[src/rtl/arb_pkg.sv]
// Shared defaults and grant-vector helpers for the arbiter egress queue.
package arb_pkg;
    localparam int DEF_NUM_REQS = 2;
    localparam int DEF_WIDTH    = 8;
    localparam int DEF_DEPTH    = 4;
    localparam int VEC_W        = 32;

    function automatic logic [4:0] onehot_to_idx(input logic [VEC_W-1:0] vec);
        logic [4:0] idx;
        logic       found;
        idx   = 5'd0;
        found = 1'b0;
        for (int i = 0; i < VEC_W; i++) begin
            if (vec[i] && !found) begin
                idx   = 5'(i);
                found = 1'b1;
            end
        end
        return idx;
    endfunction

    function automatic logic is_multi_hot(input logic [VEC_W-1:0] vec);
        return ((vec & (vec - 32'd1)) != 32'd0);
    endfunction
endpackage

[src/rtl/egress_ring.sv]
// Circular buffer with first-word fall-through head; pushes are dropped when full.
module egress_ring
    import arb_pkg::*;
#(
    parameter int EW    = 9,
    parameter int DEPTH = DEF_DEPTH,
    parameter int PW    = $clog2(DEPTH),
    parameter int CW    = $clog2(DEPTH) + 1
) (
    input  logic          clk,
    input  logic          rst,
    input  logic          push_i,
    input  logic          pop_i,
    input  logic [EW-1:0] wr_data_i,
    output logic          full_o,
    output logic          empty_o,
    output logic [EW-1:0] head_o,
    output logic [CW-1:0] count_o
);
    logic [EW-1:0] mem_q [DEPTH];
    logic [PW-1:0] wr_ptr_q, wr_ptr_d;
    logic [PW-1:0] rd_ptr_q, rd_ptr_d;
    logic [CW-1:0] count_q, count_d;
    logic          do_push_s;
    logic          do_pop_s;

    assign full_o  = (count_q == CW'(DEPTH));
    assign empty_o = (count_q == CW'(0));
    assign head_o  = mem_q[rd_ptr_q];
    assign count_o = count_q;

    // Next-state for pointers and occupancy; power-of-two depth wraps naturally.
    always_comb begin
        do_push_s = push_i & ~full_o;
        do_pop_s  = pop_i & ~empty_o;
        wr_ptr_d  = wr_ptr_q;
        rd_ptr_d  = rd_ptr_q;
        count_d   = count_q;
        if (do_push_s) begin
            wr_ptr_d = wr_ptr_q + PW'(1);
        end else begin
            wr_ptr_d = wr_ptr_q;
        end
        if (do_pop_s) begin
            rd_ptr_d = rd_ptr_q + PW'(1);
        end else begin
            rd_ptr_d = rd_ptr_q;
        end
        case ({do_push_s, do_pop_s})
            2'b10:   count_d = count_q + CW'(1);
            2'b01:   count_d = count_q - CW'(1);
            default: count_d = count_q;
        endcase
    end

    // Pointer and occupancy registers.
    always_ff @(posedge clk) begin
        if (rst) begin
            wr_ptr_q <= PW'(0);
            rd_ptr_q <= PW'(0);
            count_q  <= CW'(0);
        end else begin
            wr_ptr_q <= wr_ptr_d;
            rd_ptr_q <= rd_ptr_d;
            count_q  <= count_d;
        end
    end

    // Storage is never cleared; only occupancy decides what is valid.
    always_ff @(posedge clk) begin
        if (do_push_s && !rst) begin
            mem_q[wr_ptr_q] <= wr_data_i;
        end
    end
endmodule

[src/rtl/arb_egress_queue.sv]
// Egress queue behind the arbiter: encodes the grant, buffers (source, data)
// pairs and reports protocol violations through sticky flags.
module arb_egress_queue
    import arb_pkg::*;
#(
    parameter int NUM_REQS = DEF_NUM_REQS,
    parameter int WIDTH    = DEF_WIDTH,
    parameter int DEPTH    = DEF_DEPTH,
    parameter int SRCW     = (NUM_REQS > 1) ? $clog2(NUM_REQS) : 1
) (
    input  logic                clk,
    input  logic                rst,
    input  logic [NUM_REQS-1:0] gnt,
    input  logic [WIDTH-1:0]    data_in,
    input  logic                out_ready,
    output logic                out_valid,
    output logic [WIDTH-1:0]    out_data,
    output logic [SRCW-1:0]     out_src,
    output logic                can_accept,
    output logic                overflow,
    output logic                gnt_err
);
    localparam int EW = SRCW + WIDTH;
    localparam int CW = $clog2(DEPTH) + 1;

    logic            push_s;
    logic            pop_s;
    logic            full_s;
    logic            empty_s;
    logic [SRCW-1:0] src_s;
    logic [EW-1:0]   head_s;
    logic [CW-1:0]   count_s;
    logic            overflow_q, overflow_d;
    logic            gnt_err_q, gnt_err_d;

    assign push_s     = |gnt;
    assign src_s      = SRCW'(onehot_to_idx(VEC_W'(gnt)));
    assign out_valid  = ~empty_s;
    assign pop_s      = out_valid & out_ready;
    assign can_accept = ~full_s;
    assign out_src    = head_s[WIDTH +: SRCW];
    assign out_data   = head_s[WIDTH-1:0];
    assign overflow   = overflow_q;
    assign gnt_err    = gnt_err_q;

    egress_ring #(
        .EW    (EW),
        .DEPTH (DEPTH)
    ) u_ring (
        .clk       (clk),
        .rst       (rst),
        .push_i    (push_s),
        .pop_i     (pop_s),
        .wr_data_i ({src_s, data_in}),
        .full_o    (full_s),
        .empty_o   (empty_s),
        .head_o    (head_s),
        .count_o   (count_s)
    );

    // Sticky error accumulation.
    always_comb begin
        overflow_d = overflow_q | (push_s & full_s);
        gnt_err_d  = gnt_err_q | is_multi_hot(VEC_W'(gnt));
    end

    // Sticky error registers; only reset clears them.
    always_ff @(posedge clk) begin
        if (rst) begin
            overflow_q <= 1'b0;
            gnt_err_q  <= 1'b0;
        end else begin
            overflow_q <= overflow_d;
            gnt_err_q  <= gnt_err_d;
        end
    end

`ifdef FORMAL
    // Integration contract and structural invariants.
    always_comb begin
        if (!can_accept) begin
            assume (gnt == '0);
        end else begin
            assume (1'b1);
        end
        assert (count_s <= CW'(DEPTH));
        assert (out_valid == (count_s != CW'(0)));
        assert (!overflow);
    end
`endif
endmodule

[config.mk]
export PLATFORM = sky130hd
export DESIGN_NAME = arb_egress_queue
export DESIGN_NICKNAME = d
export VERILOG_FILES = /design/src/rtl/arb_pkg.sv /design/src/rtl/egress_ring.sv /design/src/rtl/arb_egress_queue.sv
export SDC_FILE = /design/constraint.sdc
export NUM_CORES = 1
export LEC_CHECK = 0
export ABC_AREA = 1
export BUFFER_PORTS_ARGS = -buffer_cell sky130_fd_sc_hd__buf_2
export CORE_UTILIZATION = 51
export CTS_CLUSTER_DIAMETER = 60
export DETAILED_ROUTE_END_ITERATION = 8
export GPL_ROUTABILITY_DRIVEN = 0
export PLACE_DENSITY = 0.72
export SLEW_MARGIN = 10
export SYNTH_ARGS = -nofsm -noshare
export SYNTH_HDL_FRONTEND = slang
export SYNTH_SLANG_ARGS = --single-unit
[constraint.sdc]
create_clock -name clk -period 2.4 [get_ports clk]
set_input_delay 0.72 -clock clk [delete_from_list [all_inputs] [get_ports clk]]
set_output_delay 0.72 -clock clk [all_outputs]
set_load 0.02 [all_outputs]
Word-level counts from Yosys, hierarchy flattened
Memory sizes are Yosys's and may differ from the RTL's. A register that Yosys moved wholly into a read port is not among the register bits. Cells that the tools add are included.

Add/sub/neg operators: 5. Equal/unequal tests: 3. Muxes and demuxes: 7. Bitwise logic cells: 9. Reduce and logical (&&, ||, !) cells: 8.

Operators with widths (number): AND 2 x 32 -> 32 bit (1); nonzero test 32 bit (1); case mux 3 bit (2 select lines) (1); adder 2 x 1 -> 2 bit (second input constant) (2); AND 1 bit (4); two-way mux 1 bit (4); two-way mux 2 bit (2); adder 3 x 1 -> 3 bit (second input constant) (1); == test 3 bit (second input constant) (1); logical NOT 3 bit (1); subtractor 2 x 1 -> 3 bit (second input constant) (1); subtractor 3 x 1 -> 3 bit (second input constant) (1); == test 2 x 1 -> 1 bit (second input constant) (1); == test 2 bit (second input constant) (1); logical AND 1 bit (2); logical NOT 1 bit (2); inverter 1 bit (2); OR 1 bit (2); nonzero test 2 bit (1); OR reduction 2 bit (1).

Register bits: 9. RAM bits: 36. Input port bits: 13. Output and inout port bits: 13. Memories: 1.

Memory list: u_ring.mem_q (depth 4, width 9, read ports 1, clocked after memory_dff 1, write ports 1, line egress_ring.sv:20) `logic [EW-1:0] mem_q [DEPTH];`.

Depth between registers and ports, before layout
Depth in word-level cells: 6. Gate-level depth with buffers: 12.

Hierarchy
A second synthesis with hierarchy kept.

Cell total of the unflattened synthesis: 175. Area, all modules: 1975.6 um^2.

Modules (own cells, without submodules): egress_ring (instances 1, cells each 161, area each 1884.3 um^2, seq. area each 1261.2 um^2); arb_egress_queue (instances 1, cells each 14, area each 91.3 um^2, seq. area each 40.0 um^2).

Worst setup path before layout
Ideal clock, no wire load.

Kind: input -> register. Start: input port gnt[1]. End: register u_ring.count_q[2], in the netlist u_ring.count_o[2]. Library setup time: 0.110 ns. Arrival time: 1.835 ns. Data required time: 2.290 ns. Path slack: 0.455 ns. Cell stages on the path: 12. Buffers on the path: 0. Path through: inv_1 -> nand2_1 -> nand2_1 -> ha_1 -> inv_1 -> fa_1 -> inv_1 -> nand2_1 -> nand3_1 -> nand2_1 -> inv_1 -> nor2_1.

Cells in the longest elaborated chain, start to end: 4. Elaborated cells between the ends (all ways): 6.

Ends and longest elaborated chain: start: declaration (line arb_egress_queue.sv:13) `input logic [NUM_REQS-1:0] gnt,`; OR reduction 2 bit (*) (line arb_egress_queue.sv:36) `assign push_s = |gnt;`; AND 1 bit (*) (line egress_ring.sv:34) `do_push_s = push_i & ~full_o;`; == test 2 x 1 -> 1 bit or == test 2 bit (tied branches) (line egress_ring.sv:49) `case ({do_push_s, do_pop_s})`; case mux 3 bit (2 select lines) or nonzero test 2 bit (tied branches); end signal: assignment (line egress_ring.sv:65) `count_q <= count_d;`; end: declaration (line egress_ring.sv:23) `logic [CW-1:0] count_q, count_d;`.

Every way passes the cells marked *; elsewhere a longest branch is shown, timed or not. A chain may end at the register's enable or synchronous reset.

==> flow_summary.json <==
{
  "status": "completed",
  "synthMostInstantiatedCell": "edfxtp_1",
  "drc": 0,
  "initial_core_util": 0.533,
  "slowest_delay_ns": 0.39,
  "arrival_ns": 1.51,
  "finalHoldViolCount": 0,
  "design_area_um2": 2250,
  "critPathCaptureType": "primary output",
  "combinationalPowerShare": 0.287,
  "reg2reg_depth": 12,
  "critical-path-slowest-cell": "dfxtp_2",
  "grt_max_degree": 20,
  "hold_depth": 2,
  "clock_power_share": 0.256,
  "syn-cell-area_um2": 1950,
  "synth_common_cells": "edfxtp_1 (36), nor2_1 (30), o21ai_0 (18)",
  "grt.total_usage": 0.188,
  "nets": 218,
  "power_density_nw_per_um2": 998,
  "hold_ws_ns": 0.457,
  "row_count": 22,
  "crit_family": "buffers and inverters",
  "crit_type": "reg -> out",
  "path_max_fanout": 10,
  "cts_buffer_depth": 2,
  "fmax_mhz": 449,
  "syn-instance-count": 165,
  "final_core_util": 0.615,
  "vias": 1267,
  "grt_use_met1": 0.217,
  "dp_slack_ns": 0.168,
  "dieHeight_um": 63.9,
  "dr.pass1.iters": 4,
  "slew_headroom": 0.777,
  "post-route-period-util": 0.928,
  "grt_pass1_wl_mm": 5.66,
  "placement.cell_area_um2": 2130,
  "synth.net_count": 184,
  "setup_tns_ns": 0,
  "nFillCells": 307,
  "path_buf_inv": 2,
  "setup_ws_ns": 0.172,
  "grtUsageMet2": 0.339,
  "synth_top_area_cell": "edfxtp_1",
  "syn_to_final_growth_pct": 15.3,
  "final_layout_size_suffix_gt1_frac": 0.230,
  "cp_cell_sequence": "inv_1, o21ai_0, o22ai_1, buf_2",
  "die_w_um": 63.9,
  "io_pins": 26,
  "grt_overflow": 0,
  "clk_pin_slew_worst_paths_ns": 0.08,
  "gr-usage-met3": 0.0482,
  "dp_hpwl_mm": 2.27,
  "internal-power_mw": 1.53,
  "vdd_drop_max_v": 0.000557,
  "ys_warn_count": 0,
  "routed_wl_mm": 3.29,
  "antenna_left": 0,
  "cts_buffers": 5,
  "ys_seq_area_frac": 0.667,
  "switchingPower_uw": 719,
  "min_path_type": "reg -> reg",
  "setup_viol": 0,
  "swShare": 0.320,
  "post_cts_buffers": 0,
  "busiest_layer": "met2",
  "postSynthAreaPerCell_um2": 11.8,
  "synth_top_cell_area_share": 0.554,
  "tightestPinTransition_ns": 0.334,
  "grt_pass1_vias": 1247,
  "cp.required_ns": 1.68,
  "critPathLaunchType": "flip-flop",
  "clock_latency_ns": 0.29,
  "via_per_inst": 5.11,
  "fin_crit_ns": 2.23,
  "core_um2": 3660,
  "ys_ff_latch": 47,
  "pwr-share-seq": 0.456,
  "cts_hold_buf": 0,
  "drtIter0Drc": 28,
  "cts_resized": 0,
  "worst_clock_skew_ns": 0.00482,
  "synth_cell_types": 20,
  "grt_antenna_before_repair": 0,
  "cts_max_level": 2,
  "async_flop_share": 0,
  "rsz0062_at_grt": "false",
  "hp-start": "overflow",
  "dieArea_um2": 4080,
  "diodes": 0,
  "rrSetupSlack_ns": 0.58,
  "synth_edf_count": 36,
  "cts_root_buf": "clkbuf_8",
  "min_to": "overflow",
  "report.final.slew_viol_count": 0,
  "cap_violations": 0,
  "detail_route.wl_per_cell_um": 13.3,
  "r2r_start": "u_ring.count_o[2]",
  "cts_sinks": 47,
  "portBuffers": 25,
  "timing.rr.end": "u_ring.count_o[2]",
  "synthTopCellsByArea": "edfxtp_1 (55%), dfxtp_1 (11%), nor2_1 (5.8%)",
  "cts_tree": "built",
  "p_leak_nw": 0.896,
  "ys.flop_type": "edfxtp_1"
}
[worst max path at each step]
stage / end / slack, ns / depth (start not counted)
after CTS: out_data[3] / 0.10 / 4
after global routing: out_data[3] / 0.07 / 4
after floorplan: u_ring.count_o[2] / 0.46 / 12
final: out_data[3] / 0.17 / 4
after global placement: u_ring.count_o[2] / 0.30 / 13
after detailed placement: u_ring.count_o[2] / 0.17 / 13
[sequential cells by signal, summed over array words and instances (netlist names), named ones only]
register,count
gnt_err,1
overflow,1
u_ring.count_o,3
u_ring.mem_q,36
u_ring.rd_ptr_q,2
u_ring.wr_ptr_q,2
[through the flow]
step	power, mW	std cells
3_3_place_gp	1.67	240
6_report	2.25	248
3_5_place_dp	1.70	240
4_1_cts	2.27	248
5_1_grt	2.39	248
2_1_floorplan	1.53	165
[kinds of logic (layout without fill, tap and decap cells)]
kind of cell             Yosys count  count (layout)  synth area share
AO/OA/AOI/OAI                     37              37             0.104
adder cells (fa/ha/maj)            6               6            0.0423
buffers and inverters             23              58            0.0641
flip-flops                        47              47             0.667
AND/OR/NAND/NOR                   52              52             0.122
[layout make-up]
class                      count  area (um2)  share of cell area
inverter                      20        82.6              0.0367
clock buffer                   6        82.6              0.0367
tap                           48        60.1              0.0267
multi-input combinational     95         526               0.233
sequential                    47        1300               0.579
timing repair buffer          30         163              0.0723
clock inverter                 2        35.0              0.0156
[cells in the final DEF, fill, tap and decap left out]
cell type,netlist,layout
edfxtp_1,36,36
nor2_1,30,30
buf_2,0,25
o21ai_0,18,18
inv_1,17,17
nand2_1,12,12
dfxtp_1,11,10
o22ai_1,9,9
a21oi_1,8,8
clkbuf_8,0,6
ha_1,5,5
buf_4,0,5
nand3_1,4,4
inv_2,2,2
nand3_4,2,2
o21ai_2,2,2
nand4_1,2,2
inv_8,1,1
and2_1,1,1
nand3b_1,1,1
fa_1,1,1
dfxtp_2,0,1
bufinv_16,0,1
clkinv_2,0,1
[power by group through the flow]
stage | registers, mW | clock network, mW | logic [mW]
global placement | 1.04 | 0 | 0.629
global route | 1.04 | 0.622 | 0.731
detailed placement | 1.04 | 0 | 0.656
finish | 1.03 | 0.576 | 0.646
CTS | 1.02 | 0.585 | 0.657
floorplan | 1.04 | 0 | 0.498
[worst min-delay path: stages (launching register included)]
cell and delay [ns]:
dfxtp_1 0.32, inv_1 0.05, a21oi_1 0.05
[routing by layer]
metal | vias to the layer above | routed length, um
li1 | 643 | -
met1 | 591 | 1450
met2 | 26 | 1640
met3 | 7 | 155
met4 | 0 | 48
met5 | - | 0
(Power assumes the default switching activity.)
